[src/rtl/ram_port_arbiter_if.sv]
// Port-A sharing bus: CPU and SPI requester sides plus the RAM port itself.
// master = requesters/RAM model side, slave = arbiter side.
interface ram_port_arbiter_if #(parameter int ADDR_WIDTH = 16);
    logic                  loading;
    logic                  cpu_req;
    logic                  cpu_we;
    logic [15:0]           cpu_addr;
    logic [7:0]            cpu_din;
    logic [7:0]            cpu_dout;
    logic                  cpu_ack;
    logic                  cpu_wait_n;
    logic                  spi_wr;
    logic                  spi_rd;
    logic [ADDR_WIDTH-1:0] spi_addr;
    logic [7:0]            spi_din;
    logic [7:0]            spi_dout;
    logic                  spi_ack;
    logic                  spi_overrun;
    logic                  ram_we;
    logic [ADDR_WIDTH-1:0] ram_addr;
    logic [7:0]            ram_din;
    logic [7:0]            ram_dout;

    modport master (
        output loading, cpu_req, cpu_we, cpu_addr, cpu_din,
        output spi_wr, spi_rd, spi_addr, spi_din, ram_dout,
        input  cpu_dout, cpu_ack, cpu_wait_n, spi_dout, spi_ack, spi_overrun,
        input  ram_we, ram_addr, ram_din
    );

    modport slave (
        input  loading, cpu_req, cpu_we, cpu_addr, cpu_din,
        input  spi_wr, spi_rd, spi_addr, spi_din, ram_dout,
        output cpu_dout, cpu_ack, cpu_wait_n, spi_dout, spi_ack, spi_overrun,
        output ram_we, ram_addr, ram_din
    );
endinterface

[src/rtl/ram_port_arbiter.sv]
// Arbitrates RAM port A between Z80 data accesses and the SPI loader.
// Optional ARB_STATS_EN adds a saturating CPU stall-cycle counter (stall_count, stats_clr).
module ram_port_arbiter #(
    parameter int          ADDR_WIDTH     = 16,
    parameter logic [15:0] RAM_BASE       = 16'h4000,
    parameter int          SPI_STARVE_MAX = 4
) (
    input  logic               clk,
    input  logic               reset,
`ifdef ARB_STATS_EN
    input  logic               stats_clr,
    output logic [15:0]        stall_count,
`endif
    ram_port_arbiter_if.slave  bus
);
    localparam int SW = $clog2(SPI_STARVE_MAX + 1);
    localparam logic [SW-1:0] STARVE_MAX = SW'(SPI_STARVE_MAX);

    typedef enum logic [1:0] {S_IDLE, S_ACCESS, S_CAPTURE} state_t;

    state_t                state_q, state_d;
    logic                  owner_spi_q, owner_spi_d;
    logic                  op_we_q, op_we_d;
    logic                  cpu_pend_q, cpu_pend_d;
    logic                  cpu_we_q, cpu_we_d;
    logic [ADDR_WIDTH-1:0] cpu_a_q, cpu_a_d;
    logic [7:0]            cpu_d_q, cpu_d_d;
    logic                  spi_pend_q, spi_pend_d;
    logic                  spi_we_q, spi_we_d;
    logic [ADDR_WIDTH-1:0] spi_a_q, spi_a_d;
    logic [7:0]            spi_d_q, spi_d_d;
    logic [SW-1:0]         starve_q, starve_d;
    logic                  ram_we_q, ram_we_d;
    logic [ADDR_WIDTH-1:0] ram_addr_q, ram_addr_d;
    logic [7:0]            ram_din_q, ram_din_d;
    logic [7:0]            cpu_dout_q, cpu_dout_d;
    logic [7:0]            spi_dout_q, spi_dout_d;
    logic                  cpu_ack_q, cpu_ack_d;
    logic                  spi_ack_q, spi_ack_d;
    logic                  overrun_q, overrun_d;
    logic                  grant_cpu, grant_spi, spi_strobe, wait_n;

    // CPU window starts at RAM_BASE; wraps modulo the RAM address space
    logic [ADDR_WIDTH-1:0] cpu_off;
    assign cpu_off    = ADDR_WIDTH'(bus.cpu_addr) - ADDR_WIDTH'(RAM_BASE);
    assign spi_strobe = bus.spi_wr | bus.spi_rd;
    assign wait_n     = !(cpu_pend_q || (state_q != S_IDLE && !owner_spi_q));

    always_comb begin
        state_d     = state_q;
        owner_spi_d = owner_spi_q;
        op_we_d     = op_we_q;
        cpu_pend_d  = cpu_pend_q;
        cpu_we_d    = cpu_we_q;
        cpu_a_d     = cpu_a_q;
        cpu_d_d     = cpu_d_q;
        spi_pend_d  = spi_pend_q;
        spi_we_d    = spi_we_q;
        spi_a_d     = spi_a_q;
        spi_d_d     = spi_d_q;
        starve_d    = starve_q;
        ram_we_d    = ram_we_q;
        ram_addr_d  = ram_addr_q;
        ram_din_d   = ram_din_q;
        cpu_dout_d  = cpu_dout_q;
        spi_dout_d  = spi_dout_q;
        cpu_ack_d   = 1'b0;
        spi_ack_d   = 1'b0;
        overrun_d   = overrun_q;
        grant_cpu   = 1'b0;
        grant_spi   = 1'b0;

        case (state_q)
            S_IDLE: begin
                if (spi_pend_q && (!cpu_pend_q || bus.loading || starve_q == STARVE_MAX))
                    grant_spi = 1'b1;
                else if (cpu_pend_q && !bus.loading)
                    grant_cpu = 1'b1;
                if (grant_spi || grant_cpu) begin
                    state_d     = S_ACCESS;
                    owner_spi_d = grant_spi;
                    op_we_d     = grant_spi ? spi_we_q : cpu_we_q;
                    ram_we_d    = grant_spi ? spi_we_q : cpu_we_q;
                    ram_addr_d  = grant_spi ? spi_a_q  : cpu_a_q;
                    ram_din_d   = grant_spi ? spi_d_q  : cpu_d_q;
                end
            end
            S_ACCESS: begin
                ram_we_d = 1'b0;
                state_d  = S_CAPTURE;
            end
            S_CAPTURE: begin
                state_d = S_IDLE;
                if (owner_spi_q) begin
                    spi_ack_d = 1'b1;
                    if (!op_we_q) spi_dout_d = bus.ram_dout;
                end else begin
                    cpu_ack_d = 1'b1;
                    if (!op_we_q) cpu_dout_d = bus.ram_dout;
                end
            end
            default: state_d = S_IDLE;
        endcase

        if (grant_spi)
            starve_d = '0;
        else if (grant_cpu && spi_pend_q && starve_q != STARVE_MAX)
            starve_d = starve_q + SW'(1);

        if (grant_cpu) cpu_pend_d = 1'b0;
        if (bus.cpu_req && !cpu_pend_q) begin
            cpu_pend_d = 1'b1;
            cpu_we_d   = bus.cpu_we;
            cpu_a_d    = cpu_off;
            cpu_d_d    = bus.cpu_din;
        end

        // A strobe landing on its own grant edge refills the slot being vacated
        if (grant_spi) spi_pend_d = 1'b0;
        if (spi_strobe) begin
            if (!spi_pend_q || grant_spi) begin
                spi_pend_d = 1'b1;
                spi_we_d   = bus.spi_wr;
                spi_a_d    = bus.spi_addr;
                spi_d_d    = bus.spi_din;
            end else begin
                overrun_d = 1'b1;
            end
        end
    end

    always_ff @(posedge clk or posedge reset) begin
        if (reset) begin
            state_q     <= S_IDLE;
            owner_spi_q <= 1'b0;
            op_we_q     <= 1'b0;
            cpu_pend_q  <= 1'b0;
            cpu_we_q    <= 1'b0;
            cpu_a_q     <= '0;
            cpu_d_q     <= '0;
            spi_pend_q  <= 1'b0;
            spi_we_q    <= 1'b0;
            spi_a_q     <= '0;
            spi_d_q     <= '0;
            starve_q    <= '0;
            ram_we_q    <= 1'b0;
            ram_addr_q  <= '0;
            ram_din_q   <= '0;
            cpu_dout_q  <= '0;
            spi_dout_q  <= '0;
            cpu_ack_q   <= 1'b0;
            spi_ack_q   <= 1'b0;
            overrun_q   <= 1'b0;
        end else begin
            state_q     <= state_d;
            owner_spi_q <= owner_spi_d;
            op_we_q     <= op_we_d;
            cpu_pend_q  <= cpu_pend_d;
            cpu_we_q    <= cpu_we_d;
            cpu_a_q     <= cpu_a_d;
            cpu_d_q     <= cpu_d_d;
            spi_pend_q  <= spi_pend_d;
            spi_we_q    <= spi_we_d;
            spi_a_q     <= spi_a_d;
            spi_d_q     <= spi_d_d;
            starve_q    <= starve_d;
            ram_we_q    <= ram_we_d;
            ram_addr_q  <= ram_addr_d;
            ram_din_q   <= ram_din_d;
            cpu_dout_q  <= cpu_dout_d;
            spi_dout_q  <= spi_dout_d;
            cpu_ack_q   <= cpu_ack_d;
            spi_ack_q   <= spi_ack_d;
            overrun_q   <= overrun_d;
        end
    end

    assign bus.cpu_dout    = cpu_dout_q;
    assign bus.cpu_ack     = cpu_ack_q;
    assign bus.cpu_wait_n  = wait_n;
    assign bus.spi_dout    = spi_dout_q;
    assign bus.spi_ack     = spi_ack_q;
    assign bus.spi_overrun = overrun_q;
    assign bus.ram_we      = ram_we_q;
    assign bus.ram_addr    = ram_addr_q;
    assign bus.ram_din     = ram_din_q;

`ifdef ARB_STATS_EN
    logic [15:0] stall_q, stall_d;

    always_comb begin
        stall_d = stall_q;
        if (stats_clr)
            stall_d = '0;
        else if (!wait_n && stall_q != 16'hFFFF)
            stall_d = stall_q + 16'd1;
    end

    always_ff @(posedge clk or posedge reset) begin
        if (reset) stall_q <= '0;
        else       stall_q <= stall_d;
    end

    assign stall_count = stall_q;
`endif
endmodule

[src/flat_wrapper.sv]
// flat-port wrapper written by rule: the top's interface ports become plain ports
module ram_port_arbiter_flat 
#(
    parameter int          ADDR_WIDTH     = 16,
    parameter logic [15:0] RAM_BASE       = 16'h4000,
    parameter int          SPI_STARVE_MAX = 4
)
  (clk, reset, bus_loading, bus_cpu_req, bus_cpu_we, bus_cpu_addr, bus_cpu_din, bus_spi_wr, bus_spi_rd, bus_spi_addr, bus_spi_din, bus_ram_dout, bus_cpu_dout, bus_cpu_ack, bus_cpu_wait_n, bus_spi_dout, bus_spi_ack, bus_spi_overrun, bus_ram_we, bus_ram_addr, bus_ram_din);
  ram_port_arbiter_if #(.ADDR_WIDTH(ADDR_WIDTH)) bus_i ();
  input  logic clk;
  input  logic reset;
  input wire logic [$bits(bus_i.loading)-1:0] bus_loading;
  input wire logic [$bits(bus_i.cpu_req)-1:0] bus_cpu_req;
  input wire logic [$bits(bus_i.cpu_we)-1:0] bus_cpu_we;
  input wire logic [$bits(bus_i.cpu_addr)-1:0] bus_cpu_addr;
  input wire logic [$bits(bus_i.cpu_din)-1:0] bus_cpu_din;
  input wire logic [$bits(bus_i.spi_wr)-1:0] bus_spi_wr;
  input wire logic [$bits(bus_i.spi_rd)-1:0] bus_spi_rd;
  input wire logic [$bits(bus_i.spi_addr)-1:0] bus_spi_addr;
  input wire logic [$bits(bus_i.spi_din)-1:0] bus_spi_din;
  input wire logic [$bits(bus_i.ram_dout)-1:0] bus_ram_dout;
  output wire logic [$bits(bus_i.cpu_dout)-1:0] bus_cpu_dout;
  output wire logic [$bits(bus_i.cpu_ack)-1:0] bus_cpu_ack;
  output wire logic [$bits(bus_i.cpu_wait_n)-1:0] bus_cpu_wait_n;
  output wire logic [$bits(bus_i.spi_dout)-1:0] bus_spi_dout;
  output wire logic [$bits(bus_i.spi_ack)-1:0] bus_spi_ack;
  output wire logic [$bits(bus_i.spi_overrun)-1:0] bus_spi_overrun;
  output wire logic [$bits(bus_i.ram_we)-1:0] bus_ram_we;
  output wire logic [$bits(bus_i.ram_addr)-1:0] bus_ram_addr;
  output wire logic [$bits(bus_i.ram_din)-1:0] bus_ram_din;
  assign bus_i.loading = bus_loading;
  assign bus_i.cpu_req = bus_cpu_req;
  assign bus_i.cpu_we = bus_cpu_we;
  assign bus_i.cpu_addr = bus_cpu_addr;
  assign bus_i.cpu_din = bus_cpu_din;
  assign bus_i.spi_wr = bus_spi_wr;
  assign bus_i.spi_rd = bus_spi_rd;
  assign bus_i.spi_addr = bus_spi_addr;
  assign bus_i.spi_din = bus_spi_din;
  assign bus_i.ram_dout = bus_ram_dout;
  assign bus_cpu_dout = bus_i.cpu_dout;
  assign bus_cpu_ack = bus_i.cpu_ack;
  assign bus_cpu_wait_n = bus_i.cpu_wait_n;
  assign bus_spi_dout = bus_i.spi_dout;
  assign bus_spi_ack = bus_i.spi_ack;
  assign bus_spi_overrun = bus_i.spi_overrun;
  assign bus_ram_we = bus_i.ram_we;
  assign bus_ram_addr = bus_i.ram_addr;
  assign bus_ram_din = bus_i.ram_din;
  ram_port_arbiter #(.ADDR_WIDTH(ADDR_WIDTH), .RAM_BASE(RAM_BASE), .SPI_STARVE_MAX(SPI_STARVE_MAX)) u_core (.clk(clk), .reset(reset), .bus(bus_i));
endmodule
[config.mk]
export PLATFORM = sky130hd
export DESIGN_NAME = ram_port_arbiter_flat
export DESIGN_NICKNAME = d
export VERILOG_FILES = /design/src/rtl/ram_port_arbiter_if.sv /design/src/rtl/ram_port_arbiter.sv /design/src/flat_wrapper.sv
export SDC_FILE = /design/constraint.sdc
export NUM_CORES = 1
export LEC_CHECK = 0
export ABC_CLOCK_PERIOD_IN_PS = 4100
export CORE_MARGIN = 4
export CORE_UTILIZATION = 55
export DETAILED_ROUTE_END_ITERATION = 8
export DONT_BUFFER_PORTS = 1
export GPL_ROUTABILITY_DRIVEN = 0
export GPL_TIMING_DRIVEN = 0
export PLACE_DENSITY = 0.7
export SYNTH_ARGS = -nofsm -noshare
export SYNTH_HDL_FRONTEND = slang
export SYNTH_SLANG_ARGS = --single-unit
export TNS_END_PERCENT = 50
[constraint.sdc]
create_clock -name clk -period 4.1 [get_ports clk]
set_input_delay 0.41 -clock clk [delete_from_list [all_inputs] [get_ports clk]]
set_output_delay 0.41 -clock clk [all_outputs]
set_load 0.005 [all_outputs]
# Word level (Yosys, flattened, before mapping)
# Index checks and enable logic that the tools add are counted.
# op_classes
bitwise	4
eq_ne	5
n_reduce_logical	27
n_addsub	2
n_mux	25
# ops
operator	count
$mux W1	18
$mux W16	1
$sub A16 B15 Y16 const B	1
$mux W8	1
$reduce_and A2 Y1	4
$reduce_bool A2 Y1	4
$logic_and A1 B1 Y1	6
$mux W3	2
$reduce_and A3 Y1	2
$logic_not A1 Y1	5
$logic_or A1 B1 Y1	5
$pmux W2 S2	1
$add A3 B1 Y3 const B	1
$eq A3 B3 Y1 const B	1
$ne A3 B3 Y1 const B	1
$not A1 Y1	3
$eq A2 B1 Y1 const B	1
$eq A2 B2 Y1 const B	1
$logic_not A2 Y1	1
$mux W2	1
$ne A2 B1 Y1 const B	1
$pmux W1 S2	1
$or A1 B1 Y1	1
# word_totals
input_bits	63
output_inout_bits	45
word_cells	83
ff_bits	103

# Longest topological paths before layout
# Gate-level depths: netlist of the first run.
# depth
word_depth	11
depth_mapped	7
depth_no_buf	6

# Worst setup path after synthesis of the first run
# No wires, ideal clock.
# synth_timing
kind	reg2reg
from	register u_core.starve_q[0]
to	register u_core.spi_a_q[0]
required_time_ps	3975
slack_ps	2421
t_arrival_ps	1554
synth_period_minus_slack_ps	1679
setup_ps	125
n_path_buf	1
stages_incl_launch_ff	8
path_cell_list	dfrtp_1 inv_1 ha_1 and2_2 o21ai_4 a21oi_4 buf_12 mux2_4
# synth_between
elab_chain_cells	8
# synth_rtl
element	line_no	text
start: declaration	ram_port_arbiter.sv:32	logic [SW-1:0] starve_q, starve_d;
start signal: assignment	ram_port_arbiter.sv:166	starve_q <= starve_d;
$eq A3 B3 Y1	ram_port_arbiter.sv:75	if (spi_pend_q && (!cpu_pend_q || bus.loading || starve_q == STARVE_MAX))
$logic_or A1 B1 Y1	ram_port_arbiter.sv:75	
$logic_and A1 B1 Y1	ram_port_arbiter.sv:75	
$mux W1	ram_port_arbiter.sv:75	
$mux W1 (2 in a row)	ram_port_arbiter.sv:73	case (state_q)
$logic_or A1 B1 Y1	ram_port_arbiter.sv:121	if (!spi_pend_q || grant_spi) begin
$reduce_and A2 Y1 (no source line)	n/a	
end signal: assignment	ram_port_arbiter.sv:164	spi_a_q <= spi_a_d;
end: declaration	ram_port_arbiter.sv:30	logic [ADDR_WIDTH-1:0] spi_a_q, spi_a_d;
# No other way between the ends. The select of a mux whose other input is x is not followed.
# A chain may end at the register's enable or synchronous reset.

# Worst setup path after layout of the first run
# layout_timing
from	register u_core.starve_q[0]
to	register u_core.spi_a_q[12]
# The elaborated chain is that of the path after synthesis.

==> results of run 1 <==
==> sequential cells by signal, indices dropped and copies added, names as in the netlist, 2 cells and up <==
register             cells
u_core.spi_d_q           8
u_core.starve_q          3
u_core.cpu_d_q           8
u_core.bus.cpu_dout      8
u_core.bus.ram_addr     16
u_core.bus.ram_din       8
u_core.bus.spi_dout      8
u_core.cpu_a_q          16
u_core.spi_a_q          16
u_core.state_q           2
==> layout by cell type, fill, tap and decap left out, types with 2 or more instances in the layout <==
master	Yosys	routed
o21ai_0	4	4
nor2_1	29	29
buf_2	6	6
nand2_1	102	102
buf_1	2	2
clkinvlp_4	0	2
a21oi_1	50	50
nor2b_1	3	3
clkbuf_1	2	2
mux2_4	20	20
inv_6	0	2
dfrtp_1	103	103
buf_4	6	6
inv_8	0	2
a22o_1	2	2
inv_1	5	4
buf_12	2	2
mux2_2	21	21
and2_1	3	3
ha_1	2	2
o21ai_2	2	2
clkbuf_8	0	9
==> what timing repair did <==
action	CTS	global route
setup buffers	0	0
endpoints found under the hold margin	23	0
hold buffers	1	0
==> critical path, stage by stage, from the launching register on <==
cell,delay (ps)
dfrtp_1,400
inv_1,80
ha_1,160
and2_2,190
o21ai_4,80
a21oi_4,340
buf_12,200
mux2_4,310
==> power by group <==
part	switching (mW)	internal (mW)	leakage [nW]	total [mW]
Sequential	0.341	1.51	1.23	1.86
Clock	0.375	0.235	0.0903	0.609
Combinational	0.681	0.663	0.839	1.34
Total	1.40	2.41	2.16	3.81
==> layout make-up <==
| cell class | instances | area (um2) | area share, % |
|---|---|---|---|
| flip-flops and latches | 103 | 2580 | 55.4 |
| repair buffers | 2 | 37.5 | 0.807 |
| inverters | 6 | 25.0 | 0.538 |
| clock buffers | 9 | 124 | 2.66 |
| well taps | 99 | 124 | 2.66 |
| multi-input cells | 256 | 1560 | 33.5 |
| plain buffers | 19 | 141 | 3.04 |
| clock inverters | 7 | 63.8 | 1.37 |
==> cell families after synthesis <==
family / Yosys count / synth area share [%]
adder cells (fa/ha/maj): 2 / 0.582
XOR/XNOR: 1 / 0.204
multiplexers: 41 / 12.5
flip-flops: 103 / 59.9
AO/OA/AOI/OAI: 66 / 9.08
buffers and inverters: 25 / 3.81
AND/OR/NAND/NOR: 146 / 13.9
==> layer usage <==
| metal | track usage (%) | vias to the layer above | wire (um) |
|---|---|---|---|
| met3 | 6.04 | 9 | 698 |
| met4 | 6.66 | 0 | 110 |
| met5 | 0 | - | 0 |
| met2 | 31.1 | 76 | 4080 |
| li1 | - | 1284 | - |
| met1 | 27.6 | 1292 | 3830 |
==> worst max path at each step <==
stage                             startpoint            endpoint  slack [ps]  cells after the start
after global routing      u_core.starve_q[0]  u_core.spi_a_q[12]        2150                      7
after detailed placement  u_core.starve_q[0]   u_core.spi_a_q[1]        2230                      7
after CTS                 u_core.starve_q[0]  u_core.spi_a_q[12]        2230                      7
after floorplan                        reset  u_core.bus.cpu_ack         990                      1
after global placement                 reset   u_core.cpu_a_q[2]          10                      1
final                     u_core.starve_q[0]  u_core.spi_a_q[12]        2230                      7
==> impl_metrics.yaml, run 1 <==
global_routing:
  antenna_found_initial: 0
  grt_max_degree: 57
  grtUsageTotal_pct: 20.2
  grt-ovfl-total: 0
  grt_pass1_wl_um: 14100
  grt_pass1_vias: 2787
yosys:
  synth-async-reset-ratio_pct: 100
  synth_common_cells: "103 x dfrtp_1, 102 x nand2_1, 50 x a21oi_1"
  syn_inst: 384
  synth_edf_count: 0
  syn_area_per_cell_um2: 11.2
  yosysWarnings: 0
  synth_top_area_share_pct: 59.9
  syn-cell-area_mm2: 0.00430
  ys_seq_area_share_pct: 59.9
  synth_area_leaders: "dfrtp_1 60%, nand2_1 8.9%, mux2_4 7.0%"
  yosysMostFrequentCell: "dfrtp_1"
  synth_top_area_cell: "dfrtp_1"
  synthFlopType: "dfrtp_1"
  yosysUniqueCellTypes: 38
  ys_ff_latch: 103
  synth_nets: 449
setup_path:
  path_max_fanout: 10
  critPathKind: "reg -> reg"
  reg2regPathDepth: 7
  cp-end-kind: "flip-flop"
  r2r_end: "u_core.spi_a_q[12]"
  start_kind: "flip-flop"
  reg2reg_from: "u_core.starve_q[0]"
  r2r_slack_ps: 2230
  worstPathArrival_ps: 2120
  cp.required_ps: 4350
die:
  ioPinCount: 108
  core_area_mm2: 0.00741
  fp.dieW_um: 96.4
  dieArea_mm2: 0.00930
  fp.dieH_um: 96.4
  initial_core_util_pct: 58.0
  rows: 31
run:
  cap_violations: 0
worst_hold_path:
  hp-start: "bus_cpu_din[7]"
  min_to: "u_core.cpu_d_q[7]"
  whs_path_depth: 2
  holdCritPathClass: "in -> reg"
final_layout:
  n_fill_cell: 616
  antenna_cells: 0
  fin_cells: 501
  nets: 462
  layout-drive-gt1-share_pct: 20.9
  utilization_pct: 62.8
  final_area_mm2: 0.00465
  synthToLayoutAreaGrowth_pct: 8.18
clock_network:
  clk_pin_slew_ps: 100
  htreeDepth: 3
  cts-buffers-inserted: 9
  root_buffer: "clkbuf_8"
  cts-resized-gates: 0
  cts_tree: "built"
  clkLatencyLatePin_ps: 360
  cts_sinks: 103
  cts_buffer_depth: 2
drt:
  drc: 0
  drtIter0Drc: 115
  wl_um: 8730
  num_vias: 2661
  post_drt_wl_per_cell_um: 17.4
  vias_per_cell: 5.31
  firstDrtPassIters: 4
  ant_nets: 0
sta:
  finalCritPeriodShare_pct: 45.6
  finalSetupTns_ps: 0
  hold_violations: 0
  skew_ps: 5.54
  rsz0062_at_grt: "no"
  hold_ws_ps: 146
  min_period_ps: 1870
  slew_viol_final: 0
  relSlewSlack_pct: 60.0
  worstMarginPinSlew_ps: 600
  setup_ws_ps: 2230
  setup_viol: 0
  fmax_ghz: 0.535
placed_design:
  place_area_mm2: 0.00445
  port_buffers: 0
  placed_cells: 484
  place.detailed.hpwl_um: 6230
  preCtsSetupSlack_ps: 2230
power:
  p_leak_nw: 2.16
  ir_worst_vdd_mv: 0.350
  pwr_density_cell_mw_per_mm2: 819
  power_mw: 3.81
outcome:
  run_status: "complete, no violations"
No activity file was read; power rests on OpenSTA's default activity.
==> run 2: changes to the inputs <==
- ABC_CLOCK_PERIOD_IN_PS: 4100 -> 1850
- clock period: 4.1 -> 1.85 ns (I/O delays scaled with it)
==> run 2 against run 1 <==
Global-route usage grew 1.6 points. Sequential share of layout area shrank 6.9 points. Register-to-register slack lost 2100 ps. Core utilization grew 8.9 points. Critical path depth grew 1. Die area is the same. Via count grew 9.8%.
==> impl_metrics.yaml, run 2 (synthesis results as in run 1) <==
outcome:
  run_status: "complete, no violations"
clock_network:
  cts_tree: "built"
  cts_sinks: 103
  root_buffer: "clkbuf_8"
  cts_buffer_depth: 2
  cts-buffers-inserted: 9
  clk_pin_slew_ps: 90
  clkLatencyLatePin_ps: 350
  htreeDepth: 3
drt:
  vias_per_cell: 5.19
  post_drt_wl_per_cell_um: 17.1
  firstDrtPassIters: 4
  wl_um: 9610
  num_vias: 2922
  drtIter0Drc: 106
  wl_met1_um: 4060
  wl_met3_um: 661
  drc: 0
  wl_met2_um: 4770
  highest_layer: "met4"
  ant_nets: 0
placed_design:
  preCtsSetupSlack_ps: -38.1
  place.detailed.hpwl_um: 6330
  port_buffers: 0
  placed_cells: 485
  place_area_mm2: 0.00447
sta:
  skew_ps: 10.4
  min_period_ps: 1760
  slew_viol_final: 0
  setup_viol: 0
  relSlewSlack_pct: 56.5
  hold_violations: 0
  setup_ws_ps: 94.6
  rsz0062_at_grt: "no"
  finalCritPeriodShare_pct: 94.9
  fmax_ghz: 0.570
  worstMarginPinSlew_ps: 651
  finalSetupTns_ps: 0
  hold_ws_ps: 49.4
final_layout:
  nets: 525
  n_fill_cell: 531
  mostFrequentLayoutCells: "103 x dfrtp_1, 102 x nand2_1, 60 x dlygate4sd3_1, 50 x a21oi_1, 29 x nor2_1"
  antenna_cells: 0
  fin_cells: 563
  synthToLayoutAreaGrowth_pct: 23.5
  layout-drive-gt1-share_pct: 18.5
  utilization_pct: 71.7
  final_area_mm2: 0.00531
  final_common_cell: "dfrtp_1"
run:
  cap_violations: 0
die:
  core_area_mm2: 0.00741
  rows: 31
  fp.dieW_um: 96.4
  ioPinCount: 108
  fp.dieH_um: 96.4
  dieArea_mm2: 0.00930
  initial_core_util_pct: 58.0
setup_path:
  start_kind: "flip-flop"
  crit_path_frequent_cell: "buf_12"
  reg2reg_from: "u_core.starve_q[0]"
  critPathKind: "reg -> reg"
  crit_path_top_delay_cell: "dfrtp_1"
  cp.required_ps: 2080
  path_max_fanout: 10
  cp-end-kind: "flip-flop"
  worstPathArrival_ps: 1990
  critical-path-max-stage-delay_ps: 380
  startpoint: "u_core.starve_q[0]"
  path_cells: "inv_1 > ha_1 > and2_4 > o21ai_4 > a21oi_4 > buf_12 > buf_12 > mux2_4"
global_routing:
  grt_pass1_wl_um: 15200
  antenna_found_initial: 0
  grt_pass1_vias: 3100
  grt_max_degree: 45
  grt-ovfl-total: 0
  grtUsageTotal_pct: 21.8
power:
  power_mw: 8.73
  pwr_density_cell_mw_per_mm2: 1640
  p_leak_nw: 2.43
  ir_worst_vdd_mv: 0.736
worst_hold_path:
  hp-start: "bus_cpu_addr[15]"
  holdCritPathClass: "in -> reg"
-- run 2: cell types whose count changed in the layout (fill, tap and decap cells not counted), moves of 2 or more --
cell	previous run	this run
dlygate4sd3_1	1	60
inv_8	2	0
buf_12	2	5
buf_4	6	8
-- run 2: critical path, delay by kind of cell (launching register included) --
family | cells | cell delay [ps]
compound gates | 2 | 210
mux | 1 | 300
simple gates | 1 | 180
fa+ha+maj | 1 | 180
buf+inv | 3 | 370
flops | 1 | 380
-- run 2: area by class of cell --
class	count	area, um2	area share, %
plain buffers	19	141	2.66
well taps	99	124	2.33
multi-input cells	256	1570	29.5
inverters	6	26.3	0.495
flip-flops and latches	103	2580	48.6
clock inverters	4	55.1	1.04
repair buffers	65	676	12.7
clock buffers	11	141	2.66
-- run 2: metal layers --
layer	up-vias	global-route usage (%)
li1	1413	-
met1	1405	28.8
met2	91	35.7
met3	13	5.03
met4	0	7.36
met5	-	0
-- run 2: power by group --
part / switching, mW / internal, mW
logic: 1.58 / 1.62
clock network: 0.730 / 0.664
registers: 0.770 / 3.36
total: 3.08 / 5.64
-- run 2: repair_timing --
item | CTS | global route
hold buffers | 60 | 0
buffers inserted | 1 | 2
resized for setup | 0 | 2
endpoints found under the hold margin | 94 | 0
endpoints found under the setup margin | 20 | 36
pin swaps | 1 | 1
-- run 2: worst paths after layout --
kind / end / slack, ps / cells after the start
min reg2reg: u_core.cpu_a_q[8] / 480 / 2
min in group asynchronous: u_core.bus.spi_ack / 400 / 2
min: u_core.cpu_a_q[15] / 50 / 2
max reg2reg: u_core.spi_a_q[9] / 90 / 8
max in group asynchronous: u_core.bus.ram_addr[14] / 820 / 3
max: u_core.spi_a_q[9] / 90 / 8
